### config.mk
export PLATFORM = sky130hd
export DESIGN_NAME = rdcla_kpg_sum_decoder_flat
export DESIGN_NICKNAME = d
export VERILOG_FILES = /design/src/rtl/rdcla_kpg_sum_decoder_if.sv /design/src/rtl/rdcla_kpg_sum_decoder.sv /design/src/flat_wrapper.sv
export SDC_FILE = /design/constraint.sdc
export NUM_CORES = 1
export LEC_CHECK = 0
export ABC_AREA = 1
export CAP_MARGIN = 15
export CORE_MARGIN = 2
export CORE_UTILIZATION = 43
export DETAILED_ROUTE_END_ITERATION = 8
export HOLD_SLACK_MARGIN = 0.03
export PLACE_DENSITY = 0.74
export SLEW_MARGIN = 40
export SYNTH_ARGS = -nofsm -noshare
export SYNTH_HDL_FRONTEND = slang
export SYNTH_SLANG_ARGS = --single-unit
### constraint.sdc
create_clock -name clk -period 1.1 [get_ports clk]
set_input_delay 0.22 -clock clk [delete_from_list [all_inputs] [get_ports clk]]
set_output_delay 0.22 -clock clk [all_outputs]
set_load 0.03 [all_outputs]
### src/rtl/rdcla_kpg_sum_decoder_if.sv
// Handshake bus for the RDCLA sum decoder: KPG/propagate request side and
// sum/flags response side, plus the running error count.
interface rdcla_kpg_sum_decoder_if #(
  parameter int N         = 8,
  parameter int ERR_CNT_W = 8
);
  logic                   in_valid;
  logic                   in_ready;
  logic [2*(N+1)-1:0]     kpg_in;
  logic [N-1:0]           p_in;
  logic                   out_valid;
  logic                   out_ready;
  logic [N-1:0]           sum;
  logic                   cout;
  logic                   ovf;
  logic                   kpg_err;
  logic [ERR_CNT_W-1:0]   err_cnt;

  modport master (
    output in_valid, kpg_in, p_in, out_ready,
    input  in_ready, out_valid, sum, cout, ovf, kpg_err, err_cnt
  );

  modport slave (
    input  in_valid, kpg_in, p_in, out_ready,
    output in_ready, out_valid, sum, cout, ovf, kpg_err, err_cnt
  );
endinterface

### src/rtl/rdcla_kpg_sum_decoder.sv
// Back end of the recursive-doubling CLA: decodes the resolved KPG carries,
// forms sum/cout/ovf, flags unresolved fields, 2-stage valid/ready pipe.

// One KPG field -> carry bit plus "still unresolved" flag (01/10 decode as 0).
module rdcla_kpg_field_dec (
  input  logic [1:0] fld_i,
  output logic       c_o,
  output logic       unres_o
);
  assign c_o     = fld_i[1] & fld_i[0];
  assign unres_o = fld_i[1] ^ fld_i[0];
endmodule

module rdcla_kpg_sum_decoder #(
  parameter int N         = 8,
  parameter int ERR_CNT_W = 8
) (
  input  logic                     clk,
  input  logic                     rst_n,
  rdcla_kpg_sum_decoder_if.slave   bus
);
  localparam int KW     = 2 * (N + 1);
  localparam int STAGES = 2;

  // vld_pipe_q[1] = S1 holds a transaction, vld_pipe_q[2] = S2 (out_valid)
  logic [STAGES:1]        vld_pipe_q, vld_pipe_d;
  logic [KW-1:0]          s1_kpg_q, s1_kpg_d;
  logic [N-1:0]           s1_p_q, s1_p_d;
  logic [N-1:0]           sum_q, sum_d;
  logic                   cout_q, cout_d;
  logic                   ovf_q, ovf_d;
  logic                   err_q, err_d;
  logic [ERR_CNT_W-1:0]   err_cnt_q, err_cnt_d;

  logic [N:0]             c;
  logic [N:0]             unres;
  logic                   s2_adv;
  logic                   in_acc;
  logic                   out_xfer;

  // S2 may load whenever it is empty or its contents leave this cycle
  assign out_xfer = vld_pipe_q[2] & bus.out_ready;
  assign s2_adv   = ~vld_pipe_q[2] | bus.out_ready;
  assign bus.in_ready = ~vld_pipe_q[1] | s2_adv;
  assign in_acc   = bus.in_valid & bus.in_ready;

  genvar j;
  generate
    for (j = 0; j <= N; j++) begin : g_fld
      rdcla_kpg_field_dec u_dec (
        .fld_i   (s1_kpg_q[2*j+1:2*j]),
        .c_o     (c[j]),
        .unres_o (unres[j])
      );
    end
  endgenerate

  // Next-state for both stages and the saturating error counter
  always_comb begin
    vld_pipe_d = vld_pipe_q;
    s1_kpg_d   = s1_kpg_q;
    s1_p_d     = s1_p_q;
    sum_d      = sum_q;
    cout_d     = cout_q;
    ovf_d      = ovf_q;
    err_d      = err_q;
    err_cnt_d  = err_cnt_q;

    if (bus.in_ready) vld_pipe_d[1] = bus.in_valid;
    if (in_acc) begin
      s1_kpg_d = bus.kpg_in;
      s1_p_d   = bus.p_in;
    end

    if (s2_adv) begin
      vld_pipe_d[2] = vld_pipe_q[1];
      if (vld_pipe_q[1]) begin
        sum_d  = s1_p_q ^ c[N-1:0];
        cout_d = c[N];
        ovf_d  = c[N-1] ^ c[N];
        err_d  = |unres;
      end
    end

    // counted on the transfer itself, so a stalled error is counted once
    if (out_xfer && err_q && (err_cnt_q != {ERR_CNT_W{1'b1}}))
      err_cnt_d = err_cnt_q + 1'b1;
  end

  // Pipeline and counter registers, synchronous reset drops in-flight work
  always_ff @(posedge clk) begin
    if (!rst_n) begin
      vld_pipe_q <= '0;
      s1_kpg_q   <= '0;
      s1_p_q     <= '0;
      sum_q      <= '0;
      cout_q     <= 1'b0;
      ovf_q      <= 1'b0;
      err_q      <= 1'b0;
      err_cnt_q  <= '0;
    end else begin
      vld_pipe_q <= vld_pipe_d;
      s1_kpg_q   <= s1_kpg_d;
      s1_p_q     <= s1_p_d;
      sum_q      <= sum_d;
      cout_q     <= cout_d;
      ovf_q      <= ovf_d;
      err_q      <= err_d;
      err_cnt_q  <= err_cnt_d;
    end
  end

  assign bus.out_valid = vld_pipe_q[2];
  assign bus.sum       = sum_q;
  assign bus.cout      = cout_q;
  assign bus.ovf       = ovf_q;
  assign bus.kpg_err   = err_q;
  assign bus.err_cnt   = err_cnt_q;
endmodule

### src/flat_wrapper.sv
// flat-port wrapper written by rule: the top's interface ports become plain ports
module rdcla_kpg_sum_decoder_flat 
#(
  parameter int N         = 8,
  parameter int ERR_CNT_W = 8
)
  (clk, rst_n, bus_in_valid, bus_kpg_in, bus_p_in, bus_out_ready, bus_in_ready, bus_out_valid, bus_sum, bus_cout, bus_ovf, bus_kpg_err, bus_err_cnt);
  rdcla_kpg_sum_decoder_if #(.N(N), .ERR_CNT_W(ERR_CNT_W)) bus_i ();
  input  logic clk;
  input  logic rst_n;
  input wire logic [$bits(bus_i.in_valid)-1:0] bus_in_valid;
  input wire logic [$bits(bus_i.kpg_in)-1:0] bus_kpg_in;
  input wire logic [$bits(bus_i.p_in)-1:0] bus_p_in;
  input wire logic [$bits(bus_i.out_ready)-1:0] bus_out_ready;
  output wire logic [$bits(bus_i.in_ready)-1:0] bus_in_ready;
  output wire logic [$bits(bus_i.out_valid)-1:0] bus_out_valid;
  output wire logic [$bits(bus_i.sum)-1:0] bus_sum;
  output wire logic [$bits(bus_i.cout)-1:0] bus_cout;
  output wire logic [$bits(bus_i.ovf)-1:0] bus_ovf;
  output wire logic [$bits(bus_i.kpg_err)-1:0] bus_kpg_err;
  output wire logic [$bits(bus_i.err_cnt)-1:0] bus_err_cnt;
  assign bus_i.in_valid = bus_in_valid;
  assign bus_i.kpg_in = bus_kpg_in;
  assign bus_i.p_in = bus_p_in;
  assign bus_i.out_ready = bus_out_ready;
  assign bus_in_ready = bus_i.in_ready;
  assign bus_out_valid = bus_i.out_valid;
  assign bus_sum = bus_i.sum;
  assign bus_cout = bus_i.cout;
  assign bus_ovf = bus_i.ovf;
  assign bus_kpg_err = bus_i.kpg_err;
  assign bus_err_cnt = bus_i.err_cnt;
  rdcla_kpg_sum_decoder #(.N(N), .ERR_CNT_W(ERR_CNT_W)) u_core (.clk(clk), .rst_n(rst_n), .bus(bus_i));
endmodule
==> flow_summary.json, run 1 <==
{
  "status": "finished, violations left",
  "violations": "setup timing",
  "fillers": 398,
  "multi_input_area_sq_um": 1061,
  "syn_area_per_cell_sq_um": 7.911,
  "drc_errors": 0,
  "io_buffers": 50,
  "drive_above_1_share": 0.2730,
  "synth_xor_area_frac": 0.03923,
  "worstSetupEndpointType": "flip-flop",
  "r2r-end": "u_core.bus.err_cnt[5]$_SDFFE_PN0P_",
  "power_density_nw_per_um2": 1165,
  "final_cell_mix": "nor2_1, o21ai_0, dfxtp_1, clkdlybuf4s50_1, buf_4",
  "cts_buffers": 5,
  "skew_ns": 0.006927,
  "synth_warnings": 0,
  "diodes": 0,
  "max_stage_delay_ns": 0.37,
  "netlist_instances": 254,
  "cpLargestDelayFamily": "simple AND/OR/NAND/NOR gates",
  "layout_commonest_cell": "nor2_1",
  "dr.pass1.iters": 4,
  "num_vias": 1889,
  "critical_path_arrival_ns": 1.37,
  "setup_viol": 18,
  "drtIter0Drc": 60,
  "cts_tree": "done",
  "synthAdderAreaFrac": 0.06227,
  "synth_cell_types": 26,
  "worst_slew_margin_rel": 0.8250,
  "tightest_slew_ns": 0.2604,
  "r2r_start": "u_core.bus.err_cnt[0]$_SDFFE_PN0P_",
  "ant_nets": 0,
  "grt_pass1_vias": 1730,
  "cp_max_fo": 11,
  "path_buf_inv": 0,
  "rsz0062_at_grt": "yes",
  "syn_to_final_growth_pct": 49.38,
  "min_path_cells": 2,
  "routedWlPerCell_microns": 12.06,
  "dieArea_sq_um": 5236,
  "ios": 51,
  "die_w_microns": 72.36,
  "dp_cells": 364,
  "setup_tns_ns": -0.5153,
  "finalNetCount": 365,
  "cpMaxStageDelayCell": "dfxtp_4",
  "grt_max_degree": 44,
  "final_area_sq_um": 3002,
  "r2r_cells": 8,
  "path_clk_slew_ns": 0.09,
  "max_cap_viol_count": 0,
  "worstSetupStartpointType": "flip-flop",
  "path_cells": "ha_4 > nand2_4 > nor2_4 > nand2_4 > nand3_1 > nand2_1 > nand2_1 > nor2_1",
  "hold_class": "flip-flop to flip-flop",
  "critPathRequiredTime_ns": 1.29,
  "clk_latency_ns": 0.30,
  "synth_seq_cells": 47,
  "rows": 24,
  "grt_pass1_wl_mm": 7.541,
  "synth-seq-area-share": 0.4682,
  "wirelength_mm": 4.559,
  "grt_util_all_layers": 0.1840,
  "die_y_microns": 72.36,
  "dpl.hpwl_mm": 3.187,
  "synth-simple-area-share": 0.2403,
  "syn_nets": 294,
  "synth_compound_area_frac": 0.1351,
  "p_leak_nw": 1.266,
  "layoutNonFillerInstCount": 378,
  "synth_top_family_by_area": "simple AND/OR/NAND/NOR gates",
  "min_from": "u_core.s1_kpg_q[15]$_SDFFE_PN0P_",
  "path_class": "flip-flop to flip-flop",
  "vias_per_cell": 4.997,
  "grt_remaining_overflow": 0,
  "htreeDepth": 2,
  "holdPathEnd": "u_core.s1_kpg_q[15]$_SDFFE_PN0P_",
  "ctsRootBufferMaster": "clkbuf_8",
  "ir_worst_vdd_uv": 782.1,
  "initial_core_util": 0.4552,
  "synth.area.mux_share": 0,
  "fin_ws_ns": -0.07822,
  "cts_hold_buf": 0,
  "antenna_found_initial": 0,
  "fin_crit_sh": 1.071,
  "cts_sinks": 47,
  "hold_viol": 0,
  "clock_path_buffers": 2,
  "gp_congestion": 0.7788,
  "fmax_ghz": 0.8487,
  "core_sq_um": 4414,
  "period_minus_slack_ns": 1.178,
  "seq_area_sq_um": 970.9,
  "finalMaxSlewViolations": 0,
  "dpl-instance-area_sq_um": 2695,
  "regToRegSetupSlack_ns": -0.08,
  "syn_area_sq_um": 2009,
  "fin_util": 0.6800
}
==> report_power, final <==
part	internal, W	switching, W
registers	0.00180	0.0000727
logic	0.000329	0.000302
clock network	0.000447	0.000550
==> cell usage after synthesis <==
| cell | number | area share |
|---|---|---|
| nor2_2 | 1 | 0.0031 |
| clkbuf_1 | 2 | 0.0037 |
| o21ai_0 | 37 | 0.092 |
| nand2_4 | 2 | 0.011 |
| nand2_1 | 21 | 0.039 |
| buf_4 | 2 | 0.0075 |
| dfxtp_1 | 47 | 0.47 |
| nand4_1 | 2 | 0.0062 |
| inv_1 | 7 | 0.013 |
| clkbuf_8 | 1 | 0.0068 |
| buf_2 | 4 | 0.010 |
| nor3_1 | 2 | 0.0050 |
| ha_1 | 10 | 0.062 |
| xnor2_1 | 9 | 0.039 |
| buf_6 | 1 | 0.0056 |
| nor2_1 | 71 | 0.13 |
| nand3b_1 | 1 | 0.0037 |
| nand2_2 | 2 | 0.0062 |
| buf_1 | 1 | 0.0019 |
| nand3_2 | 1 | 0.0050 |
| clkbuf_2 | 1 | 0.0025 |
| a21oi_1 | 16 | 0.040 |
| a31oi_1 | 1 | 0.0031 |
| inv_2 | 2 | 0.0037 |
| nor2_4 | 1 | 0.0056 |
| nand3_1 | 9 | 0.022 |
==> cell families (layout without fill, tap and decap cells) <==
group,count (synthesis),after routing
AND/OR/NAND/NOR,113,113
XOR/XNOR,9,9
buffers and inverters,21,93
AO/OA/AOI/OAI,54,54
flip-flops,47,47
adder cells (fa/ha/maj),10,10
==> worst reg2reg max path: stages, from the launching register on <==
cell,delay (ns)
dfxtp_4,0.37
ha_4,0.15
nand2_4,0.06
nor2_4,0.11
nand2_4,0.12
nand3_1,0.12
nand2_1,0.06
nand2_1,0.05
nor2_1,0.04
==> area by class of cell <==
type	count	area share
inverter	9	0.01459
multi-input combinational	186	0.3535
clock buffer	7	0.02543
clock inverter	1	0.001667
sequential	47	0.3235
tap	52	0.02168
timing repair buffer	76	0.2597
==> metrics by stage <==
| stage | total power [W] | hold WS [ns] | setup WS (ns) |
|---|---|---|---|
| 5_1_grt | 0.003669 | 0.5202 | -0.1799 |
| 3_5_place_dp | 0.002459 | 0.4797 | -0.4134 |
| 6_report | 0.003498 | 0.4921 | -0.07822 |
| 4_1_cts | 0.003509 | 0.4176 | -0.06253 |
| 2_1_floorplan | 0.002199 | 0.3584 | -0.1276 |
| 3_3_place_gp | 0.002445 | 0.4681 | -0.3933 |
==> registers in the layout, indices dropped and copies added, names as in the netlist <==
name	cells
u_core.bus.ovf	1
u_core.s1_kpg_q	18
u_core.bus.err_cnt	8
u_core.bus.sum	8
u_core.bus.kpg_err	1
u_core.s1_p_q	8
u_core.bus.cout	1
u_core.vld_pipe_q	2
==> worst max-delay path by stage <==
stage                                             startpoint  slack [ns]                            endpoint  depth (start not counted)
final                     u_core.bus.err_cnt[0]$_SDFFE_PN0P_       -0.08  u_core.bus.err_cnt[5]$_SDFFE_PN0P_                          8
after global routing       u_core.vld_pipe_q[2]$_SDFFE_PN0P_       -0.18  u_core.bus.err_cnt[4]$_SDFFE_PN0P_                          8
after CTS                 u_core.bus.err_cnt[0]$_SDFFE_PN0P_       -0.06  u_core.bus.err_cnt[5]$_SDFFE_PN0P_                          8
after detailed placement                       bus_out_ready       -0.41     u_core.bus.kpg_err$_SDFFE_PN0P_                          9
after global placement                         bus_out_ready       -0.39     u_core.bus.kpg_err$_SDFFE_PN0P_                          9
after floorplan           u_core.bus.err_cnt[0]$_SDFFE_PN0P_       -0.13  u_core.bus.err_cnt[4]$_SDFFE_PN0P_                          9
==> timing repair <==
action,CTS,global route
buffers inserted,5,2
setup endpoints to repair,52,44
hold endpoints to repair,0,0
cloned,1,0
pin swaps,8,3
gates resized for setup,34,16
==> layer usage <==
metal  global-route usage  vias to the layer above  wire length (microns)
met4              0.07128                        0                    114
met2               0.3048                       51                   2229
met3              0.05000                       10                    233
li1                     -                      971                      -
met1               0.2273                      857                   1981
met5                    0                        -                      0
Note: power is estimated with default switching activity, not from simulation.
==> run 2: changes to the inputs <==
--- a/config.mk
+++ b/config.mk
@@ -12,6 +12,7 @@
 export DETAILED_ROUTE_END_ITERATION = 8
 export HOLD_SLACK_MARGIN = 0.03
 export PLACE_DENSITY = 0.74
+export RECOVER_POWER = 50
 export SLEW_MARGIN = 40
 export SYNTH_ARGS = -nofsm -noshare
 export SYNTH_HDL_FRONTEND = slang
==> run 2 against run 1 <==
  * The run still ends with setup timing left
  * Final cell count unchanged
  * Clock power about the same
  * Non-clock buffer count unchanged
  * Largest power group unchanged
  * Flip-flop and latch count unchanged
  * Critical endpoint unchanged
  * Critical path depth unchanged
  * Critical path type unchanged
  * Sequential share of layout area increased by 0.14 points
  * Core utilization decreased by 0.28 points
  * Cell area decreased by 0.42%
  * Register-to-register slack about the same
  * Total power decreased by 0.11%
  * Clock skew increased by 0.0014 ns
==> flow_summary.json, run 2 (same netlist as run 1, synthesis figures left out) <==
{
  "status": "finished, violations left",
  "violations": "setup timing",
  "diodes": 0,
  "dieArea_sq_um": 5236,
  "dp_cells": 364,
  "initial_core_util": 0.4552,
  "hold_class": "flip-flop to flip-flop",
  "multi_input_area_sq_um": 1061,
  "core_sq_um": 4414,
  "power_density_nw_per_um2": 1169,
  "fin_ws_ns": -0.07453,
  "ir_worst_vdd_uv": 782.1,
  "gp_congestion": 0.7788,
  "regMostFlops": "u_core.s1_kpg_q",
  "worstSetupEndpointType": "flip-flop",
  "path_class": "flip-flop to flip-flop",
  "critPathRequiredTime_ns": 1.29,
  "swShare": 0.2650,
  "cts_buffers": 5,
  "path_buf_inv": 0,
  "drtIter0Drc": 60,
  "ant_nets": 0,
  "period_minus_slack_ns": 1.175,
  "final_area_sq_um": 2989,
  "finalNetCount": 365,
  "p_seq_frac": 0.535,
  "io_buffers": 50,
  "grt_max_degree": 44,
  "ctsRootBufferMaster": "clkbuf_8",
  "max_cap_viol_count": 0,
  "fillers": 397,
  "cpLargestDelayFamily": "simple AND/OR/NAND/NOR gates",
  "grt_util_all_layers": 0.1840,
  "path_clk_slew_ns": 0.09,
  "holdWs_ns": 0.4921,
  "worstSetupStartpointType": "flip-flop",
  "setup_viol": 18,
  "dpl-instance-area_sq_um": 2695,
  "drive_above_1_share": 0.2730,
  "ios": 51,
  "finalMaxSlewViolations": 0,
  "drc_errors": 0,
  "dr.pass1.iters": 5,
  "cts_tree": "done",
  "layoutNonFillerInstCount": 378,
  "wirelength_mm": 4.566,
  "cts_sinks": 47,
  "htreeDepth": 2,
  "p_leak_nw": 1.262,
  "clock_path_buffers": 2,
  "routedWlPerCell_microns": 12.08,
  "dpl.hpwl_mm": 3.187,
  "grt_pass1_wl_mm": 7.541,
  "seq_area_sq_um": 970.9,
  "rows": 24,
  "hold_viol": 0,
  "die_w_microns": 72.36,
  "fmax_ghz": 0.8514,
  "cpMaxStageDelayCell": "dfxtp_4",
  "largest_reg_flops": 18,
  "layout_commonest_cell": "nor2_1",
  "cp_max_fo": 11,
  "rsz0062_at_grt": "yes",
  "syn_to_final_growth_pct": 48.75,
  "num_vias": 1889,
  "power.switching_w": 0.0009259,
  "fin_crit_sh": 1.068,
  "path_cells": "ha_4 > nand2_4 > nor2_4 > nand2_4 > nand3_1 > nand2_1 > nand2_1 > nor2_1",
  "grt_remaining_overflow": 0,
  "worst_slew_margin_rel": 0.8227,
  "combPwrFrac": 0.179,
  "antenna_found_initial": 0,
  "vias_per_cell": 4.997,
  "grt_pass1_vias": 1730,
  "final_cell_mix": "nor2_1, o21ai_0, dfxtp_1, clkdlybuf4s50_1, buf_4",
  "cts_hold_buf": 0,
  "max_stage_delay_ns": 0.37,
  "skew_ns": 0.008290,
  "critical_path_arrival_ns": 1.37,
  "clk_latency_ns": 0.30,
  "tightest_slew_ns": 0.2639,
  "power_frac_clock": 0.286,
  "p_int_w": 0.002568,
  "die_y_microns": 72.36
}
-- run 2: cell types whose count changed in the layout (fill, tap and decap cells not counted) --
cell      delta
buf_12       -1
buf_2        +1
buf_4        -1
buf_6        -1
clkbuf_4     +1
clkbuf_8     +1
-- run 2: metrics by stage --
stage	utilization	setup TNS [ns]	power, W	setup WS (ns)
final	0.6772	-0.5324	0.003494	-0.07453
after global routing	0.6772	-2.504	0.003663	-0.1799
after CTS	0.6652	-0.6377	0.003509	-0.06253
after detailed placement	0.6105	-16.45	0.002459	-0.4134
after global placement	0.6105	-16.07	0.002445	-0.3933
after floorplan	-	-1.204	0.002199	-0.1276
-- run 2: path summary, 6_finish.rpt --
path,cells after the start,slack [ns],endpoint,from
hold reg to reg,2,0.49,u_core.s1_kpg_q[15]$_SDFFE_PN0P_,u_core.s1_kpg_q[15]$_SDFFE_PN0P_
setup / recovery,8,-0.07,u_core.bus.err_cnt[5]$_SDFFE_PN0P_,u_core.bus.err_cnt[0]$_SDFFE_PN0P_
hold / removal,2,0.49,u_core.s1_kpg_q[15]$_SDFFE_PN0P_,u_core.s1_kpg_q[15]$_SDFFE_PN0P_
setup reg to reg,8,-0.07,u_core.bus.err_cnt[5]$_SDFFE_PN0P_,u_core.bus.err_cnt[0]$_SDFFE_PN0P_
-- run 2: area by class of cell --
type / count / area share
Tap cell: 52 / 0.02177
Clock buffer: 7 / 0.02553
Sequential cell: 47 / 0.3248
Multi-Input combinational cell: 186 / 0.3550
Timing Repair Buffer: 76 / 0.2566
Clock inverter: 1 / 0.001674
Inverter: 9 / 0.01465
-- run 2: tightest hold or removal path, delay by kind of cell (launching register included) --
| kind | cells | cell delay, ns |
|---|---|---|
| simple gates | 2 | 0.14 |
| flops | 1 | 0.32 |
-- run 2: power by group through the flow --
| stage | logic [W] | clock network (W) | registers, W |
|---|---|---|---|
| floorplan | 0.000247 | 0 | 0.00195 |
| global placement | 0.000545 | 0 | 0.00190 |
| detailed placement | 0.000555 | 0 | 0.00190 |
| CTS | 0.000616 | 0.00102 | 0.00187 |
| global route | 0.000690 | 0.00109 | 0.00188 |
| finish | 0.000625 | 0.000999 | 0.00187 |
-- run 2: layer usage --
metal  global-route usage  up-vias  share of wire
met2               0.3048       55           0.49
li1                     -      971              -
met4              0.07128        0          0.025
met5                    0        -              0
met1               0.2273      853           0.43
met3              0.05000       10          0.056
-- run 2: timing repair --
action,CTS,global route
pin swaps,8,3
endpoints found under the setup margin,52,44
setup buffers,5,2
gates cloned,1,0
endpoints found under the hold margin,0,0
gates resized for setup,34,16
